==> config.mk <==
export PLATFORM = sky130hd
export DESIGN_NAME = exu_mc
export DESIGN_NICKNAME = d
export VERILOG_FILES = /design/src/rtl/exu_mc.sv
export SDC_FILE = /design/constraint.sdc
export NUM_CORES = 1
export LEC_CHECK = 0
export BUFFER_PORTS_ARGS = -buffer_cell sky130_fd_sc_hd__buf_4
export CORE_ASPECT_RATIO = 0.5
export CORE_UTILIZATION = 30
export DETAILED_ROUTE_END_ITERATION = 7
export HOLD_SLACK_MARGIN = 0.12
export MAX_ROUTING_LAYER = met4
export PLACE_DENSITY = 0.52
export SKIP_CTS_REPAIR_TIMING = 1
export SLEW_MARGIN = 20
export SYNTH_ARGS = -nofsm -noshare
export SYNTH_HDL_FRONTEND = slang
export SYNTH_SLANG_ARGS = --single-unit
==> constraint.sdc <==
create_clock -name clk -period 2.3 [get_ports clk]
set_input_delay 0.115 -clock clk [delete_from_list [all_inputs] [get_ports clk]]
set_output_delay 0.115 -clock clk [all_outputs]
set_load 0.01 [all_outputs]
==> src/rtl/exu_mc.sv <==
// exu_mc: multicycle execute stage with a req/ack memory port,
// bus timeout with sticky error, and a one-cycle commit pulse.
module exu_mc #(
  parameter int XLEN     = 32,
  parameter int RADDR_W  = 5,
  parameter int MAX_WAIT = 255
) (
  input  logic               clk,
  input  logic               rst_n,
  input  logic               in_valid,
  output logic               in_ready,
  input  logic [4:0]         opcode,
  input  logic [2:0]         funct,
  input  logic [RADDR_W-1:0] rd,
  input  logic [XLEN-1:0]    src1,
  input  logic [XLEN-1:0]    src2,
  input  logic [XLEN-1:0]    imm,
  input  logic [XLEN-1:0]    alu_val,
  output logic               mem_req,
  output logic               mem_we,
  output logic [2:0]         mem_func,
  output logic [XLEN-1:0]    mem_addr,
  output logic [XLEN-1:0]    mem_wdata,
  input  logic               mem_ack,
  input  logic [XLEN-1:0]    mem_rdata,
  output logic               commit,
  output logic               reg_wen,
  output logic [RADDR_W-1:0] reg_waddr,
  output logic [XLEN-1:0]    reg_wdata,
  output logic [XLEN-1:0]    pc_inc,
  output logic               pc_ovrd,
  output logic [XLEN-1:0]    pc_ovrd_addr,
  output logic               bus_err
);

  localparam int CW = $clog2(MAX_WAIT + 1);

  localparam logic [4:0] OP_LOAD   = 5'b00000;
  localparam logic [4:0] OP_STORE  = 5'b01000;
  localparam logic [4:0] OP_BRANCH = 5'b11000;
  localparam logic [4:0] OP_JALR   = 5'b11001;
  localparam logic [4:0] OP_JAL    = 5'b11011;

  typedef enum logic [1:0] {
    IDLE,
    MEM,
    DONE
  } state_t;

  state_t state, state_n;

  logic [4:0]         op_q;
  logic [2:0]         funct_q;
  logic [RADDR_W-1:0] rd_q;
  logic [XLEN-1:0]    src1_q;
  logic [XLEN-1:0]    src2_q;
  logic [XLEN-1:0]    imm_q;
  logic [XLEN-1:0]    alu_q;
  logic [XLEN-1:0]    rdata_q;
  logic [XLEN-1:0]    pc_inc_q;
  logic [XLEN-1:0]    pc_inc_n;
  logic [CW-1:0]      cnt;
  logic               to_q;
  logic               err_q;

  logic acc, in_mem, ack, tmo;
  logic is_ld, is_st, is_br, is_jalr, is_jal;
  logic zf, taken;

  assign acc    = in_valid & in_ready;
  assign in_mem = (opcode == OP_LOAD) | (opcode == OP_STORE);
  assign ack    = (state == MEM) & mem_ack;
  // An ack in the final wait cycle still completes normally.
  assign tmo    = (state == MEM) & ~mem_ack
                & (cnt == CW'(MAX_WAIT - 1));

  assign is_ld   = (op_q == OP_LOAD);
  assign is_st   = (op_q == OP_STORE);
  assign is_br   = (op_q == OP_BRANCH);
  assign is_jalr = (op_q == OP_JALR);
  assign is_jal  = (op_q == OP_JAL);
  assign zf      = (alu_q == '0);

  always_comb begin
    taken = 1'b0;
    unique case (funct_q)
      3'b000:         taken = zf;
      3'b001:         taken = ~zf;
      3'b100, 3'b110: taken = alu_q[0];
      3'b101, 3'b111: taken = ~alu_q[0];
      default:        taken = 1'b0;
    endcase
  end

  always_comb begin
    state_n = state;
    unique case (state)
      IDLE: if (acc) state_n = in_mem ? MEM : DONE;
      MEM:  if (ack | tmo) state_n = DONE;
      DONE: state_n = IDLE;
      default: state_n = IDLE;
    endcase
  end

  always_ff @(posedge clk or negedge rst_n) begin
    if (!rst_n) begin
      state    <= IDLE;
      op_q     <= '0;
      funct_q  <= '0;
      rd_q     <= '0;
      src1_q   <= '0;
      src2_q   <= '0;
      imm_q    <= '0;
      alu_q    <= '0;
      rdata_q  <= '0;
      pc_inc_q <= XLEN'(4);
      cnt      <= '0;
      to_q     <= 1'b0;
      err_q    <= 1'b0;
    end else begin
      state <= state_n;
      if (acc) begin
        op_q    <= opcode;
        funct_q <= funct;
        rd_q    <= rd;
        src1_q  <= src1;
        src2_q  <= src2;
        imm_q   <= imm;
        alu_q   <= alu_val;
        to_q    <= 1'b0;
      end
      if (state == MEM) begin
        if (ack) begin
          if (is_ld) rdata_q <= mem_rdata;
        end else begin
          cnt <= cnt + 1'b1;
        end
        if (tmo) begin
          to_q  <= 1'b1;
          err_q <= 1'b1;
        end
      end else begin
        cnt <= '0;
      end
      if (state == DONE) pc_inc_q <= pc_inc_n;
    end
  end

  assign pc_inc_n = (is_jal | is_jalr | (is_br & taken))
                  ? imm_q : XLEN'(4);

  assign in_ready     = (state == IDLE);
  assign mem_req      = (state == MEM);
  assign mem_we       = is_st;
  assign mem_func     = funct_q;
  assign mem_addr     = alu_q;
  assign mem_wdata    = src2_q;
  assign commit       = (state == DONE);
  assign reg_wen      = commit
                      & ~(is_br | is_st | (is_ld & to_q));
  assign reg_waddr    = rd_q;
  assign reg_wdata    = is_ld ? rdata_q : alu_q;
  // pc_inc holds the last retired increment between commits.
  assign pc_inc       = commit ? pc_inc_n : pc_inc_q;
  assign pc_ovrd      = commit & is_jalr;
  assign pc_ovrd_addr = src1_q;
  assign bus_err      = err_q;

endmodule

After elaboration in Yosys (flattened, before gate mapping)
Cells that the tools add are included.

word-level totals
  bits in registers = 217
  bits of input ports = 177
  output and inout bits = 175

operators by class
  $add $sub $neg = 1
  equality and inequality tests = 16
  mux-type cells = 13
  bitwise logic cells = 18
  reductions and logical operators = 10

operator list
  operator                                                          count
  32-bit 2-to-1 mux                                                 3
  32-bit logical NOT                                                1
  8-bit 2-to-1 mux                                                  2
  5-bit == test (second input constant)                             3
  3-bit == test (second input constant)                             4
  5-bit by 4-bit == test with 1-bit output (second input constant)  2
  5-bit logical NOT                                                 2
  8-bit by 1-bit adder with 8-bit output (second input constant)    1
  1-bit AND                                                         8
  8-bit == test (second input constant)                             1
  2-bit 2-to-1 mux                                                  3
  1-bit bitwise OR                                                  6
  2-bit by 1-bit != test with 1-bit output (second input constant)  2
  1-bit NOT                                                         4
  1-bit one-hot mux with 4 select lines                             1
  2-bit one-hot mux with 2 select lines                             1
  2-bit AND reduction                                               2
  2-bit OR reduction                                                2
  3-bit by 1-bit == test with 1-bit output (second input constant)  1
  3-bit logical NOT                                                 1
  1-bit 2-to-1 mux                                                  3
  3-bit AND reduction                                               1
  2-bit by 1-bit == test with 1-bit output (second input constant)  1
  2-bit == test (second input constant)                             1
  other kinds (2)                                                   2

Longest topological paths before layout
  depth in word-level cells = 7
  mapped depth = 7

Least setup slack after synthesis
No wires, ideal clock.

  path type = reg2reg
  from = reg alu_q[0] (netlist: mem_addr[0])
  to = reg pc_inc_q[31]
  library setup time = 188 ps
  arrival time = 1924 ps
  data required time = 2112 ps
  path slack = 188 ps
  cell stages (with the launch flop) = 6
  path buffers = 1
  path through = dfrtp_1 nor4_1 nand4_1 or2_1 buf_2 o311ai_0

on the way
  word-level cells in the longest chain between the ends = 7
  elaborated cells between the ends (all ways) = 8
  those cells by class = 3 x mux; 4 x bitwise; 1 x reduce/logical

ends and longest elaborated chain
  item                                     RTL line  RTL
  from (decl)                              58        logic [XLEN-1:0] alu_q;
  from (signal assigned)                   129       alu_q <= alu_val;
  32-bit logical NOT                       82        assign zf = (alu_q == '0);
  1-bit NOT                                88        3'b001: taken = ~zf;
  1-bit one-hot mux with 4 select lines *  86        unique case (funct_q)
  1-bit AND *                              149       assign pc_inc_n = (is_jal | is_jalr | (is_br & taken))
  1-bit bitwise OR *                       149
  32-bit 2-to-1 mux *                      150       ? imm_q : XLEN'(4);
  32-bit 2-to-1 mux *                      -
  via pc_inc[31]                           30        output logic [XLEN-1:0] pc_inc,
  to (signal assigned)                     145       if (state == DONE) pc_inc_q <= pc_inc_n;
  to (decl)                                60        logic [XLEN-1:0] pc_inc_q;

The timed path passes the listed nets; every way through them passes the cells marked *.
A chain may end at the register's enable or synchronous reset.

Worst setup path after layout
  from = reg alu_q[28] (netlist: mem_addr[28])
  to = out pc_inc[4]

on the way
  word-level cells in the longest chain between the ends = 7

ends and longest elaborated chain
  item                                     RTL line
  32-bit logical NOT *                     82
  1-bit NOT                                88
  1-bit one-hot mux with 4 select lines *  86
  1-bit AND *                              149
  1-bit bitwise OR *                       149
  32-bit 2-to-1 mux *                      150
  32-bit 2-to-1 mux *                      -
  to (decl)                                30

Mark *: on every way between the ends. The rest lies on a longest branch, timed or not.

==> impl_metrics.env <==
export IMPL_rows=45
export IMPL_reg2reg_to="rdata_q[6]"
export IMPL_synthCells=977
export IMPL_cp_slowest_cell="dfrtp_1"
export IMPL_vias_per_cell=4.74
export IMPL_critPathBufInv=4
export IMPL_max_freq_mhz=368
export IMPL_fin_setup_tns_ns=-21.77
export IMPL_syn_area_um2=9540
export IMPL_path_delay_family="buffers and inverters"
export IMPL_routabilityCongestion=0.826
export IMPL_ir_drop_v=0.000470
export IMPL_coreArea_um2=30800
export IMPL_io_pins=352
export IMPL_area_growth_synth_to_final_pct=71.9
export IMPL_cp_cell_sequence="nor4_2, buf_4, nand4_1, buf_4, buf_4, o2111ai_1, o311ai_4, buf_4"
export IMPL_synth_enable_flop_cells=0
export IMPL_yosysUniqueCellTypes=48
export IMPL_r2r_start="op_q[3]"
export IMPL_avgSynthCellArea_um2=9.77
export IMPL_post_synth_xor_area_fraction=0.00551
export IMPL_ff2ff_path_depth=7
export IMPL_synth_compound_area_share=0.103
export IMPL_antenna_found_initial=1
export IMPL_grt_pass1_wl_um=49200
export IMPL_drc=0
export IMPL_min_period_ns=2.72
export IMPL_final_cell_mix="nand2_1, buf_4, dfrtp_1"
export IMPL_first_pass_iters=5
export IMPL_status="complete, but fails checks"
export IMPL_wirelength_um=35600
export IMPL_fin_nets=1707
export IMPL_drtIter0Drc=554
export IMPL_yosys_register_bits=217
export IMPL_synth_ff_type="dfrtp_1"
export IMPL_synth_nets=1156
export IMPL_path_max_fanout=32
export IMPL_synthMuxAreaShare=0.0755
export IMPL_p_total_mw=12.1
export IMPL_grt_pass1_vias=8404
export IMPL_ant_nets=0
export IMPL_vias=9326
export IMPL_synthSimpleGateAreaFrac=0.207
export IMPL_multi_input_area_um2=4320
export IMPL_slew_headroom=0.573
export IMPL_cts_htree_levels=1
export IMPL_dp_hpwl_um=23100
export IMPL_worstPathArrival_ns=2.60
export IMPL_violations="negative setup slack"
export IMPL_final_common_cell="nand2_1"
export IMPL_start_util=0.310
export IMPL_io_buffers=351
export IMPL_max_stage_delay_ns=0.38
export IMPL_grtUsageTotal=0.200
export IMPL_path_common_cell="buf_4"
export IMPL_dieArea_um2=32600
export IMPL_wl_met1_um=15200
export IMPL_cap_violations=0
export IMPL_critPathKind="reg -> out"
export IMPL_yosysSeqAreaShare=0.569
export IMPL_cts_made_buffers=23
export IMPL_period_share=1.18
export IMPL_finalClockSkew_ns=0.0117
export IMPL_yosysWarnings=0
export IMPL_worst_pin_slew_ns=0.640
export IMPL_insertion_delay_ns=0.53
export IMPL_critPathLaunchType="register"
export IMPL_slew_viol_final=0
export IMPL_power_density_nw_per_um2=739
export IMPL_drive_above_1_share=0.349
export IMPL_wl_met3_um=1240
export IMPL_clock_sinks=217
export IMPL_ff2ff_setup_slack_ns=-0.05
export IMPL_die_y_um=128
export IMPL_hold_class="in -> async"
export IMPL_clockBufferDepth=3
export IMPL_wl_met2_um=18300
export IMPL_cp_required_ns=2.18
export IMPL_hold_viol_final=0
export IMPL_worst_slack_ns=-0.416
export IMPL_synthAdderAreaFrac=0.00262
export IMPL_rsz0062_at_grt="yes"
export IMPL_synth_top_family_by_area="simple AND/OR/NAND/NOR gates"
export IMPL_async_flop_share=1.00
export IMPL_avgRoutedWirePerCell_um=18.1
export IMPL_grt_max_degree=85
export IMPL_seq_area_um2=5430
export IMPL_hold_slack_ns=0.185
export IMPL_cts_tree="done"
export IMPL_n_fill_cell=2707
export IMPL_highest_layer="met4"
export IMPL_endpoint_kind="primary output"
export IMPL_clk_pin_slew_worst_paths_ns=0.07
export IMPL_overflow=0
export IMPL_finalSetupViolCount=97
export IMPL_die_w_um=254
export IMPL_fin_util=0.533
export IMPL_p_leak_nw=8.53
export IMPL_preCtsSetupSlack_ns=-0.101
export IMPL_root_buffer="clkbuf_16"
==> state kept, by name, indices dropped and copies added, names as in the netlist <==
signal	cells
state	2
pc_ovrd_addr	32
imm_q	32
cnt	8
op_q	5
to_q	1
mem_addr	32
reg_waddr	5
pc_inc_q	32
rdata_q	32
mem_wdata	32
mem_func	3
bus_err	1
==> worst reg2reg max path, delay by kind of cell (launching register included) <==
kind | cells | cell delay, ns
buf+inv | 3 | 0.48
flops | 1 | 0.41
simple gates | 3 | 0.97
mux | 1 | 0.37
==> metrics by stage <==
stage,area [um2],cells
finish,16400,1969
global route,16400,1969
CTS,13700,1774
detailed placement,12900,1732
global placement,12900,1732
floorplan,9540,977
==> logic make-up after synthesis <==
| family | after synthesis |
|---|---|
| AOI/OAI and AO/OA | 117 |
| xor gates and xnor gates | 6 |
| adders and majority gates | 2 |
| buffers and inverters | 73 |
| DFF | 217 |
| muxes | 64 |
| and+or+nand+nor | 498 |
==> metal layers <==
| metal | GRT usage | vias up |
|---|---|---|
| met5 | - | - |
| met4 | 0.0563 | 0 |
| met3 | 0.0268 | 78 |
| met2 | 0.339 | 204 |
| met1 | 0.249 | 4642 |
| li1 | - | 4402 |
==> cells in the mapped netlist (all sizes together) (4+ instances only) <==
master	n	area share
nor4	8	0.0052
nand4	4	0.0026
clkbuf	44	0.017
buf	23	0.017
o2111ai	32	0.029
a21oi	7	0.0041
nor2	18	0.0087
o311ai	24	0.028
dfrtp	216	0.57
o211ai	14	0.011
inv	6	0.0024
a22oi	31	0.024
nand2	449	0.18
mux2	64	0.076
==> worst max-delay path by stage <==
stage            startpoint      endpoint  cells after the start
3_5_place_dp   mem_addr[17]    pc_inc[18]                      7
6_report       mem_addr[28]     pc_inc[4]                      8
5_1_grt        mem_addr[28]    pc_inc[18]                      8
2_1_floorplan   mem_addr[0]  pc_inc_q[31]                      5
4_1_cts        mem_addr[17]    pc_inc[18]                      7
3_3_place_gp   mem_addr[25]    pc_inc[31]                      9
==> area by class of cell <==
| class | count | share of cell area |
|---|---|---|
| Clock buffer | 33 | 0.0398 |
| Timing Repair Buffer | 593 | 0.324 |
| Tap cell | 423 | 0.0323 |
| Sequential cell | 217 | 0.331 |
| Clock inverter | 9 | 0.00770 |
| Inverter | 6 | 0.00137 |
| Multi-Input combinational cell | 687 | 0.263 |
| Antenna cell | 1 | 0.000153 |
==> report_power, final <==
group | internal [mW] | switching, mW
Combinational | 1.79 | 1.64
Sequential | 4.34 | 0.415
Clock | 2.32 | 1.62
Total | 8.45 | 3.68
Power figures use the tool's default switching activity.
